--- config.mk ---
export PLATFORM = sky130hd
export DESIGN_NAME = median_window_ctrl
export DESIGN_NICKNAME = d
export VERILOG_FILES = /design/src/rtl/median_window_ctrl_pkg.sv /design/src/rtl/median_line_buf.sv /design/src/rtl/median_window_ctrl.sv
export SDC_FILE = /design/constraint.sdc
export NUM_CORES = 1
export LEC_CHECK = 0
export ABC_AREA = 1
export BUFFER_PORTS_ARGS = -buffer_cell sky130_fd_sc_hd__buf_2
export CAP_MARGIN = 20
export CORE_UTILIZATION = 55
export CTS_BUF_LIST = sky130_fd_sc_hd__clkbuf_4 sky130_fd_sc_hd__clkbuf_8
export DETAILED_ROUTE_END_ITERATION = 8
export PLACE_DENSITY = 0.76
export REMOVE_ABC_BUFFERS = 1
export SLEW_MARGIN = 20
export SYNTH_ARGS = -nofsm -noshare
export SYNTH_HDL_FRONTEND = slang
export SYNTH_SLANG_ARGS = --single-unit
--- constraint.sdc ---
create_clock -name clk -period 3.59 [get_ports clk]
set_input_delay 0.359 -clock clk [delete_from_list [all_inputs] [get_ports clk]]
set_output_delay 0.359 -clock clk [all_outputs]
set_load 0.05 [all_outputs]
--- src/rtl/median_window_ctrl_pkg.sv ---
// Shared types and constants for the 3x3 median window controller.
package median_window_ctrl_pkg;

    localparam int unsigned PIX_W = 8;
    localparam int unsigned WIN_N = 9;

    typedef enum logic [1:0] {
        IDLE,
        FILL,
        RUN,
        DONE
    } state_t;

endpackage

--- src/rtl/median_line_buf.sv ---
// Single-port line buffer: asynchronous read of the addressed entry, so a
// write in the same cycle still returns the old contents.
module median_line_buf
    import median_window_ctrl_pkg::*;
#(
    parameter int unsigned DEPTH = 64,
    localparam int unsigned AW = (DEPTH > 1) ? $clog2(DEPTH) : 1
) (
    input  logic             clk,
    input  logic             we,
    input  logic [AW-1:0]    addr,
    input  logic [PIX_W-1:0] wdata,
    output logic [PIX_W-1:0] rdata
);

    logic [PIX_W-1:0] mem [DEPTH];

    // Write port; storage is never reset, readers gate it with valid.
    always_ff @(posedge clk) begin
        if (we) begin
            mem[addr] <= wdata;
        end
    end

    assign rdata = mem[addr];

endmodule

--- src/rtl/median_window_ctrl.sv ---
// Streams a raster frame through two line buffers, builds 3x3 windows for
// the external median core and emits the interior filtered pixels.
module median_window_ctrl
    import median_window_ctrl_pkg::*;
#(
    parameter int unsigned IMG_W = 64,
    parameter int unsigned IMG_H = 64
) (
    input  logic             clk,
    input  logic             rst,
    input  logic             start,
    input  logic             in_valid,
    input  logic [PIX_W-1:0] in_pixel,
    output logic             in_ready,
    output logic [PIX_W-1:0] p0,
    output logic [PIX_W-1:0] p1,
    output logic [PIX_W-1:0] p2,
    output logic [PIX_W-1:0] p3,
    output logic [PIX_W-1:0] p4,
    output logic [PIX_W-1:0] p5,
    output logic [PIX_W-1:0] p6,
    output logic [PIX_W-1:0] p7,
    output logic [PIX_W-1:0] p8,
    input  logic [PIX_W-1:0] median_in,
    output logic             out_valid,
    output logic [PIX_W-1:0] out_pixel,
    output logic             frame_done,
    output logic             busy
);

    localparam int unsigned CW = $clog2(IMG_W);
    localparam int unsigned RW = $clog2(IMG_H);
    localparam logic [CW-1:0] COL_LAST = CW'(IMG_W - 1);
    localparam logic [RW-1:0] ROW_LAST = RW'(IMG_H - 1);

    state_t           state;
    state_t           state_next;
    logic             drain;
    logic             take;
    logic [CW-1:0]    col;
    logic [RW-1:0]    row;
    logic [PIX_W-1:0] lb0_q;
    logic [PIX_W-1:0] lb1_q;
    logic [PIX_W-1:0] win [WIN_N];
    logic             win_v;

    assign take = in_valid && ((state == FILL) || (state == RUN));

    // State register plus the one-cycle drain marker used while in DONE.
    always_ff @(posedge clk) begin
        if (rst) begin
            state <= IDLE;
            drain <= 1'b0;
        end else begin
            state <= state_next;
            drain <= (state == DONE) && !drain;
        end
    end

    // Next-state and status outputs.
    always_comb begin
        state_next = state;
        in_ready   = 1'b0;
        busy       = 1'b0;
        frame_done = 1'b0;
        case (state)
            IDLE: begin
                if (start) begin
                    state_next = FILL;
                end
            end
            FILL: begin
                in_ready = 1'b1;
                busy     = 1'b1;
                if (take && (row == RW'(1)) && (col == COL_LAST)) begin
                    state_next = RUN;
                end
            end
            RUN: begin
                in_ready = 1'b1;
                busy     = 1'b1;
                if (take && (row == ROW_LAST) && (col == COL_LAST)) begin
                    state_next = DONE;
                end
            end
            DONE: begin
                // Second DONE cycle coincides with the last out_valid.
                if (drain) begin
                    frame_done = 1'b1;
                    state_next = IDLE;
                end
            end
            default: state_next = IDLE;
        endcase
    end

    // Raster position of the next pixel; held at zero while idle.
    always_ff @(posedge clk) begin
        if (rst || (state == IDLE)) begin
            col <= '0;
            row <= '0;
        end else if (take) begin
            if (col == COL_LAST) begin
                col <= '0;
                row <= (row == ROW_LAST) ? '0 : row + RW'(1);
            end else begin
                col <= col + CW'(1);
            end
        end
    end

    median_line_buf #(.DEPTH(IMG_W)) u_lb0 (
        .clk   (clk),
        .we    (take),
        .addr  (col),
        .wdata (in_pixel),
        .rdata (lb0_q)
    );

    median_line_buf #(.DEPTH(IMG_W)) u_lb1 (
        .clk   (clk),
        .we    (take),
        .addr  (col),
        .wdata (lb0_q),
        .rdata (lb1_q)
    );

    // Window shifts left on each accept; new right column is rows r-2, r-1, r.
    always_ff @(posedge clk) begin
        if (rst) begin
            for (int unsigned i = 0; i < WIN_N; i++) begin
                win[i] <= '0;
            end
        end else if (take) begin
            for (int unsigned r = 0; r < 3; r++) begin
                win[3*r]     <= win[3*r + 1];
                win[3*r + 1] <= win[3*r + 2];
            end
            win[2] <= lb1_q;
            win[5] <= lb0_q;
            win[8] <= in_pixel;
        end
    end

    // Window-valid and its one-stage delay matching the core latency.
    always_ff @(posedge clk) begin
        if (rst) begin
            win_v     <= 1'b0;
            out_valid <= 1'b0;
        end else begin
            win_v     <= take && (row >= RW'(2)) && (col >= CW'(2));
            out_valid <= win_v;
        end
    end

    assign p0 = win[0];
    assign p1 = win[1];
    assign p2 = win[2];
    assign p3 = win[3];
    assign p4 = win[4];
    assign p5 = win[5];
    assign p6 = win[6];
    assign p7 = win[7];
    assign p8 = win[8];

    assign out_pixel = median_in;

endmodule

* Word level (Yosys, flattened, before mapping)
Memory sizes are Yosys's and may differ from the RTL's. A register that Yosys moved wholly into a read port is not among the register bits. Cells that the tools add are included.
Operators by class: add/subtract/negate cells 2, magnitude comparators 2, equality and inequality tests 10, multiplexer cells 29, bitwise gates (word level) 9, reduce and logical (&&, ||, !) cells 15
Operator list (number):
- $mux W8 | 9
- $mux W6 | 6
- $add A6 B1 Y6 const B | 2
- $eq A6 B6 Y1 const B | 2
- $ge A6 B2 Y1 const B | 2
- $mux W1 | 9
- $or A1 B1 Y1 | 9
- $logic_and A1 B1 Y1 | 8
- $mux W2 | 4
- $pmux W2 S4 | 1
- $eq A6 B1 Y1 const B | 1
- $eq A2 B2 Y1 const B | 2
- $ne A2 B1 Y1 const B | 2
- $ne A2 B2 Y1 const B | 2
- $reduce_and A4 Y1 | 1
- $eq A2 B1 Y1 const B | 1
- $logic_not A2 Y1 | 1
- $logic_or A1 B1 Y1 | 2
- $reduce_and A2 Y1 | 1
- $reduce_or A2 Y1 | 1
- $logic_not A1 Y1 | 1
Storage, ports and cells: register bits after elaboration 17, memory bits (writable) 1096, input bits 20, output and inout port bits 84, logic and storage cells 76, memories 3
Memory list:
- u_lb0.mem | words 64, width 8, read ports 1, clocked after memory_dff 1, wr ports 1, line median_line_buf.sv:16 | logic [PIX_W-1:0] mem [DEPTH];
- u_lb1.mem | words 64, width 8, read ports 1, clocked after memory_dff 1, wr ports 1, line median_line_buf.sv:16
- win | words 9, width 8, read ports 9, clocked after memory_dff 0, wr ports 9, line median_window_ctrl.sv:44 | logic [PIX_W-1:0] win [WIN_N];

* Depth between registers and ports, before layout
Gate-level depths: netlist of run 1.
depth in word-level cells 7, mapped depth 12, depth with buffers taken out 11

* By module
From an unflattened synthesis of run 1, not the netlist that was laid out.
Unflattened totals: cell total of the unflattened synthesis 4680, area, all modules 47526.8 um^2
Modules (own cells, without submodules):
- median_line_buf | times used 2, cells each 2159, area each 21884.7 um^2
- median_window_ctrl | times used 1, cells each 362, area each 3757.4 um^2

* Least setup slack after synthesis of run 1
Ideal clock, no wire load.
path type register to register, from register state[0], to memory u_lb0.mem[15][0] (enable), arrival 2.929 ns, slack 0.252 ns, stages on the path, launching flop included 10, buffers on the path 1, period minus slack after synthesis 3.338 ns, cells stage by stage dfxtp_1 -> inv_1 -> ha_1 -> nand2_1 -> inv_1 -> buf_2 -> nand2_1 -> nor2_1 -> inv_1 -> nor3_1
Between the ends: cells in the longest elaborated chain, start to end 5, elaborated cells on any way between the ends 6
Ends and longest elaborated chain:
- start, declared | line median_window_ctrl.sv:36 | state_t state;
- start signal, assigned | line median_window_ctrl.sv:55 | state <= state_next;
- $eq A2 B1 Y1 / $eq A2 B2 Y1 (equally long branches) | line median_window_ctrl.sv:47 | assign take = in_valid && ((state == FILL) || (state == RUN));
- $logic_or A1 B1 Y1 * | line median_window_ctrl.sv:47
- $logic_and A1 B1 Y1 * | line median_window_ctrl.sv:47
- $mux W1 * | line median_line_buf.sv:20 | if (we) begin
- $mux W1 (implied by the code) * | line median_line_buf.sv:21 | mem[addr] <= wdata;
- end, declared | line median_line_buf.sv:16
Mark *: on every way between the ends. The rest lies on a longest branch, timed or not.

==> impl_metrics.tcl, run 1 <==
set metrics [dict create \
    run_status "finished, violations left" \
    violations "DRC" \
    wl_met1_mm 44.2 \
    ys_ff_latch 1119 \
    place_area_um2 47300 \
    syn_to_final_growth_pct 12.0 \
    via_per_inst 5.85 \
    setup_viol 0 \
    synth_area_leaders "edfxtp_1, nand2_1, nand3_1, buf_2, nor2_1" \
    fp.coreArea_um2 80900 \
    netlist_top_cells_count "nand2_1, edfxtp_1, nand3_1" \
    synth_warnings 0 \
    netlist.area_leader.share_pct 72.7 \
    ys_types 21 \
    worstSkewPairLatency_ns 0.84 \
    critical_path_class "reg -> reg" \
    drc_errors 4 \
    grt_pass1_vias 28900 \
    syn_area_um2 45300 \
    rsz0062_at_grt "no" \
    crit_arrival_ns 3.48 \
    cts_setup_buffers 0 \
    required_ns 4.08 \
    grt_usage_pct 28.3 \
    dp.cells 4906 \
    synthFlopType "edfxtp_1" \
    fin_hold_ws_ns 0.124 \
    end_kind "register" \
    h-tree-depth 4 \
    drive_gt1_share_pct 12.8 \
    antenna_found_initial 3 \
    grt_overflow 0 \
    met3WireLength_mm 13.5 \
    wire_per_inst_um 22.6 \
    cts_buffer_depth 3 \
    grt_max_degree 134 \
    finalCritPeriodShare_pct 83.3 \
    final_cell_area_um2 50700 \
    final_antenna_net_count 0 \
    fmaxAchievable_mhz 334 \
    final_cells 5209 \
    power.leakage_nw 18.6 \
    dr.first_iter.drc_count 4097 \
    dr_total_vias 30500 \
    cts_root_buf "clkbuf_8" \
    fin_crit_ns 2.99 \
    ir_drop_mv 0.516 \
    netlist_instances 3839 \
    grt_pass1_wl_mm 175 \
    numCtsBuffers 170 \
    yosysTopAreaCell "edfxtp_1" \
    drt-pass1-iter-count 8 \
    synthArstFlopShare_pct 0 \
    dpl.hpwl_mm 69.1 \
    max_cap_violations 0 \
    clock_skew_ns 0.0492 \
    finalPower_mw 32.8 \
    tightest_slew_ns 1.05 \
    die_w_um 289 \
    p_per_area_nw_per_um2 647 \
    relSlewSlack_pct 29.8 \
    met2WireLength_mm 54.5 \
    final_nets 4049 \
    gp_congestion 0.987 \
    fin_setup_tns_ns 0 \
    io_buffers 87 \
    cp-start-kind "register" \
    rows 104 \
    hp-class "in -> reg" \
    io_pins 104 \
    cts.reportedPaths.clkPinSlew_ns 0.07 \
    hold_viol_final 0 \
    critical_path.max_fanout 133 \
    cts_num_sinks 1119 \
    highest_layer "met5" \
    cts_tree "built" \
    postSynthAreaPerCell_um2 11.8 \
    finalMaxSlewViolations 0 \
    die-area_um2 83400 \
    nFillCells 5979 \
    die_h_um 289 \
    drt-total-wl_mm 118 \
    ys_seq_area_share_pct 73.7 \
    synth_edf_count 1096 \
    synth_most_common_cell "nand2_1" \
    start_util_pct 55.9 \
]
[report_power, final]
part	internal [mW]	switching [mW]
clock network	5.45	4.90
logic	1.50	5.09
registers	15.6	0.196
total	22.6	10.2
[sequential cells by signal (all words and copies together) (netlist names), 2 cells and up, named ones only]
register / cells
col: 6
row: 6
win: 72
state: 2
u_lb0.mem: 512
u_lb1.mem: 512
[what timing repair did]
action	CTS	global route
hold endpoints to repair	4	0
resized for setup	0	0
hold buffers	1	0
[per-stage QoR]
| stage | setup WS (ns) | utilization, % |
|---|---|---|
| 4_1_cts | 0.726 | 62.6 |
| 2_1_floorplan | -13.00 | - |
| 5_1_grt | 0.463 | 62.6 |
| 6_report | 0.600 | 62.6 |
| 3_5_place_dp | 0.759 | 58.5 |
| 3_3_place_gp | 0.761 | 58.5 |
[layer usage]
layer  vias up  track usage [%]
li1      13800                -
met1     14500             37.5
met2      1893             43.7
met3       296             7.36
met4         2             14.2
met5         -                0
[path summary, 6_finish.rpt]
kind / cells past startpoint / slack [ns] / startpoint / to
setup / recovery: 10 / 0.60 / register / u_lb1.mem[56][7]
hold / removal: 1 / 0.12 / in_pixel[7] / u_lb0.mem[2][7]
setup reg to reg: 10 / 0.60 / register / u_lb1.mem[56][7]
hold reg to reg: 2 / 0.46 / win_v / out_valid
[placed cells by master (no fill, tap or decap), drive strengths merged]
cell type / Yosys / layout
nand2: 1322 / 1322
inv: 86 / 99
nand3: 876 / 876
edfxtp: 1096 / 1096
nor2: 141 / 141
clkbuf: 45 / 226
dlygate4sd3: 0 / 1
nor4: 1 / 1
buf: 194 / 246
a21oi: 27 / 27
nor3: 9 / 9
bufinv: 0 / 5
clkinvlp: 0 / 3
dfxtp: 23 / 23
nor3b: 1 / 1
ha: 10 / 10
diode: 0 / 2
o21ai: 7 / 7
clkinv: 1 / 54
[cell type report]
| class | instances | area (um^2) | share of cell area, % |
|---|---|---|---|
| diodes | 2 | 5.00 | 0.00988 |
| clock buffers | 226 | 2770 | 5.47 |
| clock inverters | 74 | 571 | 1.13 |
| inverters | 87 | 353 | 0.696 |
| multi-input cells | 2394 | 10300 | 20.3 |
| flip-flops and latches | 1119 | 33400 | 65.9 |
| well taps | 1060 | 1330 | 2.62 |
| repair buffers | 247 | 1980 | 3.90 |
[critical path, cell delays in order (launching register included)]
cell and delay, ns:
dfxtp_4 0.50, buf_12 0.42, nand2_1 0.12, nand3_1 0.12
nand3_1 0.09, nand2_1 0.11, nand2_1 0.06, nand3_1 0.19
nand3_1 0.15, nand2_2 0.10, buf_4 0.63
[cells by family after synthesis]
| logic type | synth area share, % |
|---|---|
| flip-flops | 73.7 |
| AND/OR/NAND/NOR | 22.0 |
| AO/OA/AOI/OAI | 0.376 |
| buffers and inverters | 3.65 |
| adder cells (fa/ha/maj) | 0.276 |
Power figures use the tool's default switching activity.
==> run 2, diff against run 1 <==
==> constraint.sdc (replaced) <==
create_clock -name clk -period 2.76 [get_ports clk]
set_input_delay 0.276 -clock clk [delete_from_list [all_inputs] [get_ports clk]]
set_output_delay 0.276 -clock clk [all_outputs]
set_load 0.05 [all_outputs]
==> run 2 against run 1 <==
The flow still finishes with violations (DRC). Flip-flop and latch count did not move. Worst hold slack got worse by 0.059 ns. Highest routed layer unchanged. Power rose by 31%. Combinational power rose by 37%. Clock skew rose by 0.0043 ns. Maximum frequency rose by 11%. Critical endpoint is now u_lb1.mem[36][3]. Worst setup slack got worse by 0.53 ns.
==> impl_metrics.tcl, run 2 (synthesized netlist as in run 1, its figures left out) <==
set metrics [dict create \
    slowest_stage "ha_1" \
    end_kind "register" \
    run_status "finished, violations left" \
    crit_path_max_incr_delay_ns 0.40 \
    place_area_um2 48400 \
    io_buffers 87 \
    grt_usage_pct 29.5 \
    drc_errors 2 \
    nFillCells 5784 \
    via_per_inst 5.95 \
    hold_viol_final 0 \
    h-tree-depth 4 \
    dr_total_vias 31500 \
    io_pins 104 \
    worst-path-buf-inv 3 \
    cts.reportedPaths.clkPinSlew_ns 0.06 \
    rsz0062_at_grt "no" \
    fmaxAchievable_mhz 372 \
    syn_to_final_growth_pct 14.4 \
    grt_pass1_vias 30100 \
    wire_per_inst_um 23.3 \
    reg.largest.list "u_lb0.mem: 512 flops, u_lb1.mem: 512 flops, win: 72 flops" \
    die_h_um 289 \
    fin_setup_tns_ns 0 \
    r2r_slack_ns 0.07 \
    fin_crit_ns 2.69 \
    dr.first_iter.drc_count 4429 \
    fp.coreArea_um2 80900 \
    p_per_area_nw_per_um2 828 \
    fin_hold_ws_ns 0.0648 \
    power.leakage_nw 19.1 \
    cts_tree "built" \
    cts_buffer_depth 3 \
    ir_drop_mv 0.562 \
    finalCritPeriodShare_pct 97.3 \
    cts_root_buf "clkbuf_8" \
    worstSkewPairLatency_ns 0.86 \
    crit_arrival_ns 3.21 \
    drt-total-wl_mm 123 \
    cp_top_family "simple AND/OR/NAND/NOR gates" \
    numCtsBuffers 171 \
    required_ns 3.28 \
    relSlewSlack_pct 32.0 \
    grt_max_degree 88 \
    dpl.hpwl_mm 73.8 \
    setup_viol 0 \
    antenna_found_initial 7 \
    cts_num_sinks 1119 \
    hp-class "in -> reg" \
    gp_congestion 0.930 \
    finalMaxSlewViolations 0 \
    violations "DRC" \
    critical_path.max_fanout 16 \
    tightest_slew_ns 1.02 \
    path_cells "inv_1 -> ha_1 -> nand2_1 -> nor2_1 -> nand2_1 -> buf_4 -> nor2_1 -> buf_12" \
    max_cap_violations 0 \
    drt-pass1-iter-count 8 \
    drive_gt1_share_pct 14.4 \
    cp-start-kind "register" \
    final_cell_area_um2 51800 \
    die-area_um2 83400 \
    final_antenna_net_count 0 \
    start_util_pct 55.9 \
    critical_path_class "reg -> reg" \
    finalCoreUtilization_pct 64.0 \
    final_common_cell "nand2_1" \
    final_nets 4122 \
    grt_overflow 0 \
    grt_pass1_wl_mm 181 \
    die_w_um 289 \
    rows 104 \
    layout_common_cells "nand2_1, edfxtp_1, nand3_1" \
    clock_skew_ns 0.0535 \
]
[run 2: what timing repair did]
item                       in CTS  in global routing
buffers inserted                0                  2
hold endpoints to repair       46                  0
setup endpoints to repair       0                 72
resized for setup               0                  5
hold buffers                    5                  0
[run 2: path summary, 6_finish.rpt]
| kind | start | endpoint | depth (start not counted) |
|---|---|---|---|
| worst max-delay path | state[0] | u_lb1.mem[36][3] | 8 |
| worst min-delay path | in_pixel[7] | u_lb0.mem[43][7] | 1 |
| worst max register to register | state[0] | u_lb1.mem[36][3] | 8 |
| worst min register to register | win_v | out_valid | 2 |
[run 2: through the flow]
step	instances	total power, mW	setup slack (ns)
finish	5288	42.9	0.0746
global route	5285	44.4	0.0204
CTS	5280	42.8	0.0518
detailed placement	4970	29.7	0.0812
global placement	4970	29.4	0.146
floorplan	3600	26.3	-13.83
[run 2: where the power goes]
part	switching, mW	internal (mW)	leakage (nW)
combinational	6.68	2.35	7.18
sequential	0.241	20.3	10.2
clock	6.46	6.87	1.75
total	13.4	29.5	19.1
[run 2: layout make-up]
type | count | area (um^2) | share of cell area (%)
flip-flops and latches | 1119 | 33400 | 64.4
repair buffers | 318 | 3110 | 6.01
multi-input cells | 2394 | 10300 | 19.9
diodes | 4 | 10.0 | 0.0193
clock buffers | 236 | 2850 | 5.51
well taps | 1060 | 1330 | 2.56
clock inverters | 69 | 449 | 0.867
inverters | 87 | 363 | 0.700
repair inverters | 1 | 11.3 | 0.0217
[run 2: metal layers]
metal,GRT usage [%],up-vias,wire length [um]
met3,6.83,362,14300
met1,38.7,15000,45000
met5,0,-,27
li1,-,13900,-
met2,46.5,2156,58200
met4,14.5,4,5870
